### config.mk
export PLATFORM = sky130hd
export DESIGN_NAME = spi_slv16_flat
export DESIGN_NICKNAME = d
export VERILOG_FILES = /design/src/rtl/spi_pkg.sv /design/src/rtl/spi_slv16_if.sv /design/src/rtl/sync_edge.sv /design/src/rtl/spi_slv16.sv /design/src/flat_wrapper.sv
export SDC_FILE = /design/constraint.sdc
export NUM_CORES = 1
export LEC_CHECK = 0
export CORE_UTILIZATION = 55
export DETAILED_ROUTE_END_ITERATION = 7
export PLACE_DENSITY = 0.89
export SYNTH_ARGS = -nofsm -noshare
export SYNTH_HDL_FRONTEND = slang
export SYNTH_SLANG_ARGS = --single-unit
### constraint.sdc
create_clock -name clk -period 1.76 [get_ports clk]
set_input_delay 0.352 -clock clk [delete_from_list [all_inputs] [get_ports clk]]
set_output_delay 0.352 -clock clk [all_outputs]
set_load 0.03 [all_outputs]
### src/rtl/spi_pkg.sv
// Shared types and constants for the 16-bit SPI responder.
package spi_pkg;

  localparam int SPI_FRAME_BITS = 16;
  localparam int SPI_CNT_W      = 5;

  // Rising-SCLK count saturates one past a full frame, so long frames stay detectable.
  localparam logic [SPI_CNT_W-1:0] SPI_CNT_FULL = SPI_CNT_W'(SPI_FRAME_BITS);
  localparam logic [SPI_CNT_W-1:0] SPI_CNT_SAT  = SPI_CNT_W'(SPI_FRAME_BITS + 1);

  typedef enum logic [0:0] {
    IDLE,
    ACTIVE
  } spi_slv_state_t;

endpackage

### src/rtl/spi_slv16_if.sv
// Bus bundle between the SPI responder and its master / host-side logic.
interface spi_slv16_if;
  import spi_pkg::*;

  logic                      SS_n;
  logic                      SCLK;
  logic                      MOSI;
  logic                      MISO;
  logic [SPI_FRAME_BITS-1:0] tx_data;
  logic                      tx_ld;
  logic [SPI_FRAME_BITS-1:0] rx_data;
  logic                      rx_rdy;
  logic                      clr_rx_rdy;
  logic                      frm_err;

  modport slave (
    input  SS_n, SCLK, MOSI, tx_data, tx_ld, clr_rx_rdy,
    output MISO, rx_data, rx_rdy, frm_err
  );

  modport master (
    output SS_n, SCLK, MOSI, tx_data, tx_ld, clr_rx_rdy,
    input  MISO, rx_data, rx_rdy, frm_err
  );

endinterface

### src/rtl/sync_edge.sv
// Two-flop synchronizer plus history flop, with rise/fall detect on the synchronized level.
module sync_edge (
  input  logic clk,
  input  logic rst_n,
  input  logic i_rst_val,
  input  logic i_d,
  output logic o_rise,
  output logic o_fall
);

  logic r_ff1, r_ff2, r_ff3;

  // Shift the asynchronous input through meta and history flops.
  always_ff @(posedge clk or negedge rst_n) begin
    if (!rst_n) begin
      r_ff1 <= i_rst_val;
      r_ff2 <= i_rst_val;
      r_ff3 <= i_rst_val;
    end else begin
      r_ff1 <= i_d;
      r_ff2 <= r_ff1;
      r_ff3 <= r_ff2;
    end
  end

  assign o_rise = r_ff2 & ~r_ff3;
  assign o_fall = ~r_ff2 & r_ff3;

endmodule

### src/rtl/spi_slv16.sv
// 16-bit mode-3 SPI responder: captures a command frame, returns a preloaded response.
module spi_slv16
  import spi_pkg::*;
(
  input  logic       clk,
  input  logic       rst_n,
  spi_slv16_if.slave bus
);

  localparam int W = SPI_FRAME_BITS;

  logic w_ss_rise, w_ss_fall, w_sclk_rise, w_sclk_fall;
  logic r_mosi_ff1, r_mosi_ff2;

  spi_slv_state_t       r_state, w_state_nxt;
  logic [W-1:0]         r_tx_buf, w_tx_buf_nxt;
  logic [W-1:0]         r_tx_shft, w_tx_shft_nxt;
  logic [W-1:0]         r_rx_shft, w_rx_shft_nxt;
  logic [W-1:0]         r_rx_data, w_rx_data_nxt;
  logic [SPI_CNT_W-1:0] r_bitcnt, w_bitcnt_nxt;
  logic                 r_first_fall, w_first_fall_nxt;
  logic                 r_rx_rdy, w_rx_rdy_nxt;
  logic                 r_frm_err, w_frm_err_nxt;
  logic                 w_rdy_set, w_rdy_clr;

  sync_edge u_ss_sync (
    .clk      (clk),
    .rst_n    (rst_n),
    .i_rst_val(1'b1),
    .i_d      (bus.SS_n),
    .o_rise   (w_ss_rise),
    .o_fall   (w_ss_fall)
  );

  sync_edge u_sclk_sync (
    .clk      (clk),
    .rst_n    (rst_n),
    .i_rst_val(1'b1),
    .i_d      (bus.SCLK),
    .o_rise   (w_sclk_rise),
    .o_fall   (w_sclk_fall)
  );

  // MOSI only needs a level aligned with the SCLK edge detect, so no history flop.
  always_ff @(posedge clk or negedge rst_n) begin
    if (!rst_n) begin
      r_mosi_ff1 <= 1'b0;
      r_mosi_ff2 <= 1'b0;
    end else begin
      r_mosi_ff1 <= bus.MOSI;
      r_mosi_ff2 <= r_mosi_ff1;
    end
  end

  // Next-state and datapath update for the frame state machine.
  always_comb begin
    w_state_nxt      = r_state;
    w_tx_buf_nxt     = r_tx_buf;
    w_tx_shft_nxt    = r_tx_shft;
    w_rx_shft_nxt    = r_rx_shft;
    w_rx_data_nxt    = r_rx_data;
    w_bitcnt_nxt     = r_bitcnt;
    w_first_fall_nxt = r_first_fall;
    w_rx_rdy_nxt     = r_rx_rdy;
    w_frm_err_nxt    = 1'b0;
    w_rdy_set        = 1'b0;
    w_rdy_clr        = 1'b0;

    if (bus.tx_ld) w_tx_buf_nxt = bus.tx_data;

    unique case (r_state)
      IDLE: begin
        if (w_ss_fall) begin
          w_state_nxt      = ACTIVE;
          w_tx_shft_nxt    = r_tx_buf;
          w_bitcnt_nxt     = '0;
          w_first_fall_nxt = 1'b1;
          w_rdy_clr        = 1'b1;
        end
      end
      ACTIVE: begin
        if (w_ss_rise) begin
          w_state_nxt = IDLE;
          if (r_bitcnt == SPI_CNT_FULL) begin
            w_rx_data_nxt = r_rx_shft;
            w_rdy_set     = 1'b1;
          end else begin
            w_frm_err_nxt = 1'b1;
          end
        end else begin
          if (w_sclk_rise) begin
            w_rx_shft_nxt = {r_rx_shft[W-2:0], r_mosi_ff2};
            if (r_bitcnt != SPI_CNT_SAT) w_bitcnt_nxt = r_bitcnt + 1'b1;
          end
          // The first fall only opens the frame; bit 15 is already on MISO.
          if (w_sclk_fall) begin
            if (r_first_fall) w_first_fall_nxt = 1'b0;
            else              w_tx_shft_nxt    = {r_tx_shft[W-2:0], 1'b0};
          end
        end
      end
    endcase

    if (bus.clr_rx_rdy || w_rdy_clr) w_rx_rdy_nxt = 1'b0;
    if (w_rdy_set)                   w_rx_rdy_nxt = 1'b1;
  end

  // State and datapath registers.
  always_ff @(posedge clk or negedge rst_n) begin
    if (!rst_n) begin
      r_state      <= IDLE;
      r_tx_buf     <= '0;
      r_tx_shft    <= '0;
      r_rx_shft    <= '0;
      r_rx_data    <= '0;
      r_bitcnt     <= '0;
      r_first_fall <= 1'b0;
      r_rx_rdy     <= 1'b0;
      r_frm_err    <= 1'b0;
    end else begin
      r_state      <= w_state_nxt;
      r_tx_buf     <= w_tx_buf_nxt;
      r_tx_shft    <= w_tx_shft_nxt;
      r_rx_shft    <= w_rx_shft_nxt;
      r_rx_data    <= w_rx_data_nxt;
      r_bitcnt     <= w_bitcnt_nxt;
      r_first_fall <= w_first_fall_nxt;
      r_rx_rdy     <= w_rx_rdy_nxt;
      r_frm_err    <= w_frm_err_nxt;
    end
  end

  assign bus.MISO    = (r_state == ACTIVE) ? r_tx_shft[W-1] : 1'b0;
  assign bus.rx_data = r_rx_data;
  assign bus.rx_rdy  = r_rx_rdy;
  assign bus.frm_err = r_frm_err;

endmodule

### src/flat_wrapper.sv
// flat-port wrapper written by rule: the top's interface ports become plain ports
module spi_slv16_flat import spi_pkg::*;
  (clk, rst_n, bus_SS_n, bus_SCLK, bus_MOSI, bus_tx_data, bus_tx_ld, bus_clr_rx_rdy, bus_MISO, bus_rx_data, bus_rx_rdy, bus_frm_err);
  spi_slv16_if bus_i ();
  input  logic clk;
  input  logic rst_n;
  input wire logic [$bits(bus_i.SS_n)-1:0] bus_SS_n;
  input wire logic [$bits(bus_i.SCLK)-1:0] bus_SCLK;
  input wire logic [$bits(bus_i.MOSI)-1:0] bus_MOSI;
  input wire logic [$bits(bus_i.tx_data)-1:0] bus_tx_data;
  input wire logic [$bits(bus_i.tx_ld)-1:0] bus_tx_ld;
  input wire logic [$bits(bus_i.clr_rx_rdy)-1:0] bus_clr_rx_rdy;
  output wire logic [$bits(bus_i.MISO)-1:0] bus_MISO;
  output wire logic [$bits(bus_i.rx_data)-1:0] bus_rx_data;
  output wire logic [$bits(bus_i.rx_rdy)-1:0] bus_rx_rdy;
  output wire logic [$bits(bus_i.frm_err)-1:0] bus_frm_err;
  assign bus_i.SS_n = bus_SS_n;
  assign bus_i.SCLK = bus_SCLK;
  assign bus_i.MOSI = bus_MOSI;
  assign bus_i.tx_data = bus_tx_data;
  assign bus_i.tx_ld = bus_tx_ld;
  assign bus_i.clr_rx_rdy = bus_clr_rx_rdy;
  assign bus_MISO = bus_i.MISO;
  assign bus_rx_data = bus_i.rx_data;
  assign bus_rx_rdy = bus_i.rx_rdy;
  assign bus_frm_err = bus_i.frm_err;
  spi_slv16 u_core (.clk(clk), .rst_n(rst_n), .bus(bus_i));
endmodule
# == Word level (Yosys, flattened, before mapping) ==
# Index checks and enable logic that the tools add are counted.
# totals
latch_bits,0
mem_bits_ro,0
ff_bits,81
memories,0
out_inout_bits,19
input_bits,23
elab_cells,70
mem_bits_rw,0
# op_classes
n_div,0
n_eq_ne,8
mux,27
n_shift,0
order_cmp,0
multipliers,0
n_addsub,1
bitwise_logic,10
reduce_logical,7
# op_table
operator,count
$mux W16,4
$pmux W16 S2,1
$mux W5,4
$mux W1,15
$ne A2 B2 Y1 const B,6
$pmux W5 S2,1
$reduce_and A3 Y1,3
$reduce_and A4 Y1,2
$not A1 Y1,6
$add A5 B1 Y5 const B,1
$eq A5 B5 Y1 const B,1
$ne A5 B5 Y1 const B,1
$and A1 B1 Y1,4
$pmux W1 S2,2
$reduce_bool A2 Y1,1
$logic_or A1 B1 Y1,1

# == Depth between registers and ports, before layout ==
# logic_depth
depth_word,7
depth_mapped,6
depth_no_buf,6

# == Worst setup path before layout ==
# Ideal clock, no wire load.
# synth_timing
kind,register to register
start,register u_core.r_bitcnt[0]
end,register u_core.r_rx_data[0] (netlist: u_core.bus.rx_data[0])
path_stages_with_launch,7
arrival_ps,1500
synth_period_minus_slack_ps,1627
required_ps,1633
setup_slack_ps,133
path_buffers,1
setup_time_ps,127
cell_sequence,dfrtp_1 > inv_1 > ha_1 > nand4bb_1 > nor2_4 > buf_6 > mux2_1
# synth_between
elab_chain_cells,2
# synth_lines
element,line,text
start: declaration,spi_slv16.sv:20,"logic [SPI_CNT_W-1:0] r_bitcnt, w_bitcnt_nxt;"
start signal: assignment,spi_slv16.sv:126,r_bitcnt <= w_bitcnt_nxt;
$eq A5 B5 Y1,spi_slv16.sv:84,if (r_bitcnt == SPI_CNT_FULL) begin
$reduce_and A3 Y1 (no line),-,
end signal: assignment,spi_slv16.sv:125,r_rx_data <= w_rx_data_nxt;
end: declaration,spi_slv16.sv:19,"logic [W-1:0] r_rx_data, w_rx_data_nxt;"
# No other way between the ends.
# A chain may end at the register's enable or synchronous reset.

# == Worst setup path in the final report ==
# layout_timing
start,register u_core.r_bitcnt[1]
end,register u_core.r_rx_data[9] (netlist: u_core.bus.rx_data[9])
# The elaborated chain is that of the path after synthesis.

==> flow_summary_export.csv <==
group,metric,value,unit
run_status,outcome,"complete, no violations",
route,routed_via_density,5.49,
cts,cts_inserted_buffers,9,
global_routing,grt_overflow,0,
floorplanning,coreArea,0.00568,mm2
place,io_buffers,41,
floorplanning,initial_core_util,58.5,%
flow_run,drv_cap,0,
synthesis,synth_area_leader_cell,"dfrtp_1",
route,firstDrtPassIters,4,
worst_setup_path,crit_type,"flip-flop to flip-flop",
global_routing,antenna_found_initial,0,
final_layout,layout-drive-gt1-share,15.8,%
synthesis,syn_avg_cell_area,13.7,um2
place,dp_worst_setup_slack,0.0763,ns
sta,drv_slew,0,
cts,clock_latency,0.35,ns
floorplanning,die_height,79.7,um
cts,clock_path_buffers,2,
sta,whs,0.357,ns
global_routing,grt_use_total,20.8,%
worst_setup_path,crit_path_max_fanout,16,
route,num_vias,2026,
pwr,power_density,1130,mW/mm2
cts,cts.sinks,81,
place,placed_area,0.00384,mm2
global_routing,grt_first_pass_wirelength,9740,um
final_layout,layout.nets,318,
synthesis,synth.area.top_cells,"dfrtp_1 (57%), mux2_1 (13%), dfstp_2 (4.7%)",
worst_setup_path,arrival,1.95,ns
final_layout,fin_util,73.3,%
sta,setup_ws,0.0336,ns
synthesis,synth-seq-cells,81,
floorplanning,die_area,0.00635,mm2
final_layout,post-route-cell-area,0.00416,mm2
synthesis,synth_top_flop_cell,"dfrtp_1",
pwr,leakagePower,2.19,nW
sta,clock.fmax,579,MHz
floorplanning,chipWidth,79.7,um
global_routing,first_global_vias,2112,
route,dr.first_iter.drc_count,250,
worst_setup_path,critPathTopFamily,"flip-flops",
sta,tightest_slew,0.396,ns
sta,final.period_utilization,98.1,%
synthesis,netlist_area,0.00332,mm2
sta,tns,0,ns
place,dp_hpwl,3810,um
synthesis,netlist.area_leader.share,56.5,%
cts,cts-htree-levels,3,
cts,clk_pin_slew,0.08,ns
final_layout,layout_commonest_cell,"dfrtp_1",
synthesis,ys_seq_area_share,61.3,%
cts,cts-root-buf,"clkbuf_8",
synthesis,async_flop_share,100,%
route,antenna_left,0,
worst_setup_path,cp_num_buf_inv,2,
floorplanning,io_pins,42,
synthesis,synthCells,242,
synthesis,synth_edf_count,0,
synthesis,yosysWarnings,0,
worst_setup_path,crit_required,1.99,ns
worst_setup_path,endpoint_kind,"flip-flop",
worst_setup_path,startpoint_type,"flip-flop",
route,drc,0,
sta,period_needed,1.73,ns
sta,clock_skew,0.00731,ns
place,place_congestion,0.870,
route,drt_wl_total,5880,um
cts,cts_tree,"built",
sta,setup_viol,0,
synthesis,synth_nets,268,
global_routing,grt_max_degree,40,
pwr,ir_drop,922,uV
worst_setup_path,crit_chain,"inv_1 > ha_1 > nand4bb_1 > nor2_4 > buf_12 > mux2_1",
route,wl_per_cell,15.9,um
worst_setup_path,cp_slowest_cell,"dfrtp_1",
synthesis,synth.distinct_cells,40,
final_layout,diodes,0,
hold_path,hold_class,"flip-flop to flip-flop",
sta,slew-limit-headroom,73.6,%
sta,hold_viol,0,
final_layout,final_cell_mix,"dfrtp_1 (74), mux2_1 (39), clkdlybuf4s50_1 (22)",
worst_setup_path,max_stage_delay,0.42,ns
final_layout,area_growth,25.4,%
floorplanning,fp-row-count,27,
==> logic make-up (layout without fill, tap and decap cells) <==
kind of cell	Yosys count	after routing	synth area share (%)
adders and majority gates	3	3	1.13
buffers and inverters	16	71	2.79
muxes	62	62	20.5
and+or+nand+nor	46	46	7.69
AOI/OAI and AO/OA	34	34	6.63
DFF	81	81	61.3
==> synthesized netlist by cell type (2+ instances only) <==
| master | instances |
|---|---|
| nand3_1 | 2 |
| a21oi_1 | 18 |
| buf_4 | 3 |
| mux2_2 | 8 |
| buf_2 | 5 |
| buf_6 | 2 |
| a22o_1 | 2 |
| ha_1 | 3 |
| dfstp_2 | 6 |
| inv_1 | 4 |
| o21ai_0 | 2 |
| nor2_1 | 17 |
| nor3_1 | 5 |
| nand2_1 | 5 |
| nand2b_1 | 6 |
| mux2i_1 | 15 |
| mux2_1 | 39 |
| o21ai_1 | 4 |
| dfrtp_1 | 75 |
==> layout make-up <==
class,instances,area (um2)
clock buffers,12,155
clock inverters,4,98.8
fillers,372,1510
inverters,5,18.8
multi-input cells,145,1200
flip-flops and latches,81,2040
well taps,72,90.1
repair buffers,50,564
==> stage by stage <==
| stage | total power [mW] | instances |
|---|---|---|
| after CTS | 4.73 | 368 |
| after global placement | 2.98 | 351 |
| after global routing | 4.90 | 369 |
| after detailed placement | 3.03 | 351 |
| after floorplan | 2.79 | 242 |
| final | 4.69 | 369 |
==> power breakdown <==
part           internal (mW)  leakage (nW)  switching [mW]  total, mW
combinational          0.335          1.06           0.309      0.645
clock                   1.02         0.127           0.662       1.69
sequential              2.16          1.00           0.200       2.36
total                   3.52          2.19            1.17       4.69
==> per-layer routing <==
layer  global-route usage [%]  up-vias  share of wire [%]
li1                         -      946                  -
met5                        0        -                  0
met4                     11.1        0                2.1
met1                     25.3     1006                 42
met3                     4.11       12                3.6
met2                     34.6       62                 52
==> worst reg2reg max path, delay by kind of cell, from the launching register on <==
kind,cells,cell delay [ns]
DFF,1,0.42
adders and majority gates,1,0.16
buffers and inverters,2,0.29
and+or+nand+nor,2,0.39
muxes,1,0.35
==> what timing repair did <==
action | 4_1_cts | 5_1_grt
hold buffers | 1 | 0
gates resized for setup | 2 | 17
endpoints found under the setup margin | 2 | 21
setup buffers | 0 | 1
gates cloned | 0 | 0
hold endpoints to repair | 25 | 0
==> worst paths after layout <==
path	startpoint	to	slack [ns]	cells past startpoint
min in group asynchronous	rst_n	u_core.r_tx_buf[10]$_DFFE_PN0P_	0.47	2
hold reg to reg	u_core.u_ss_sync.r_ff1$_DFF_PN1_	u_core.u_ss_sync.r_ff2$_DFF_PN1_	0.36	0
setup reg to reg	u_core.r_bitcnt[1]$_DFFE_PN0P_	u_core.bus.rx_data[9]$_DFFE_PN0P_	0.03	6
hold / removal	u_core.u_ss_sync.r_ff1$_DFF_PN1_	u_core.u_ss_sync.r_ff2$_DFF_PN1_	0.36	0
setup / recovery	u_core.r_bitcnt[1]$_DFFE_PN0P_	u_core.bus.rx_data[9]$_DFFE_PN0P_	0.03	6
max in group asynchronous	rst_n	u_core.u_ss_sync.r_ff1$_DFF_PN1_	0.69	3
==> flip-flops by register name, summed over array words and instances (netlist names), 5 cells and up <==
name / flops
u_core.r_bitcnt: 5
u_core.r_tx_buf: 16
u_core.bus.rx_data: 16
u_core.r_rx_shft: 16
u_core.r_tx_shft: 16
Power figures use the tool's default switching activity.
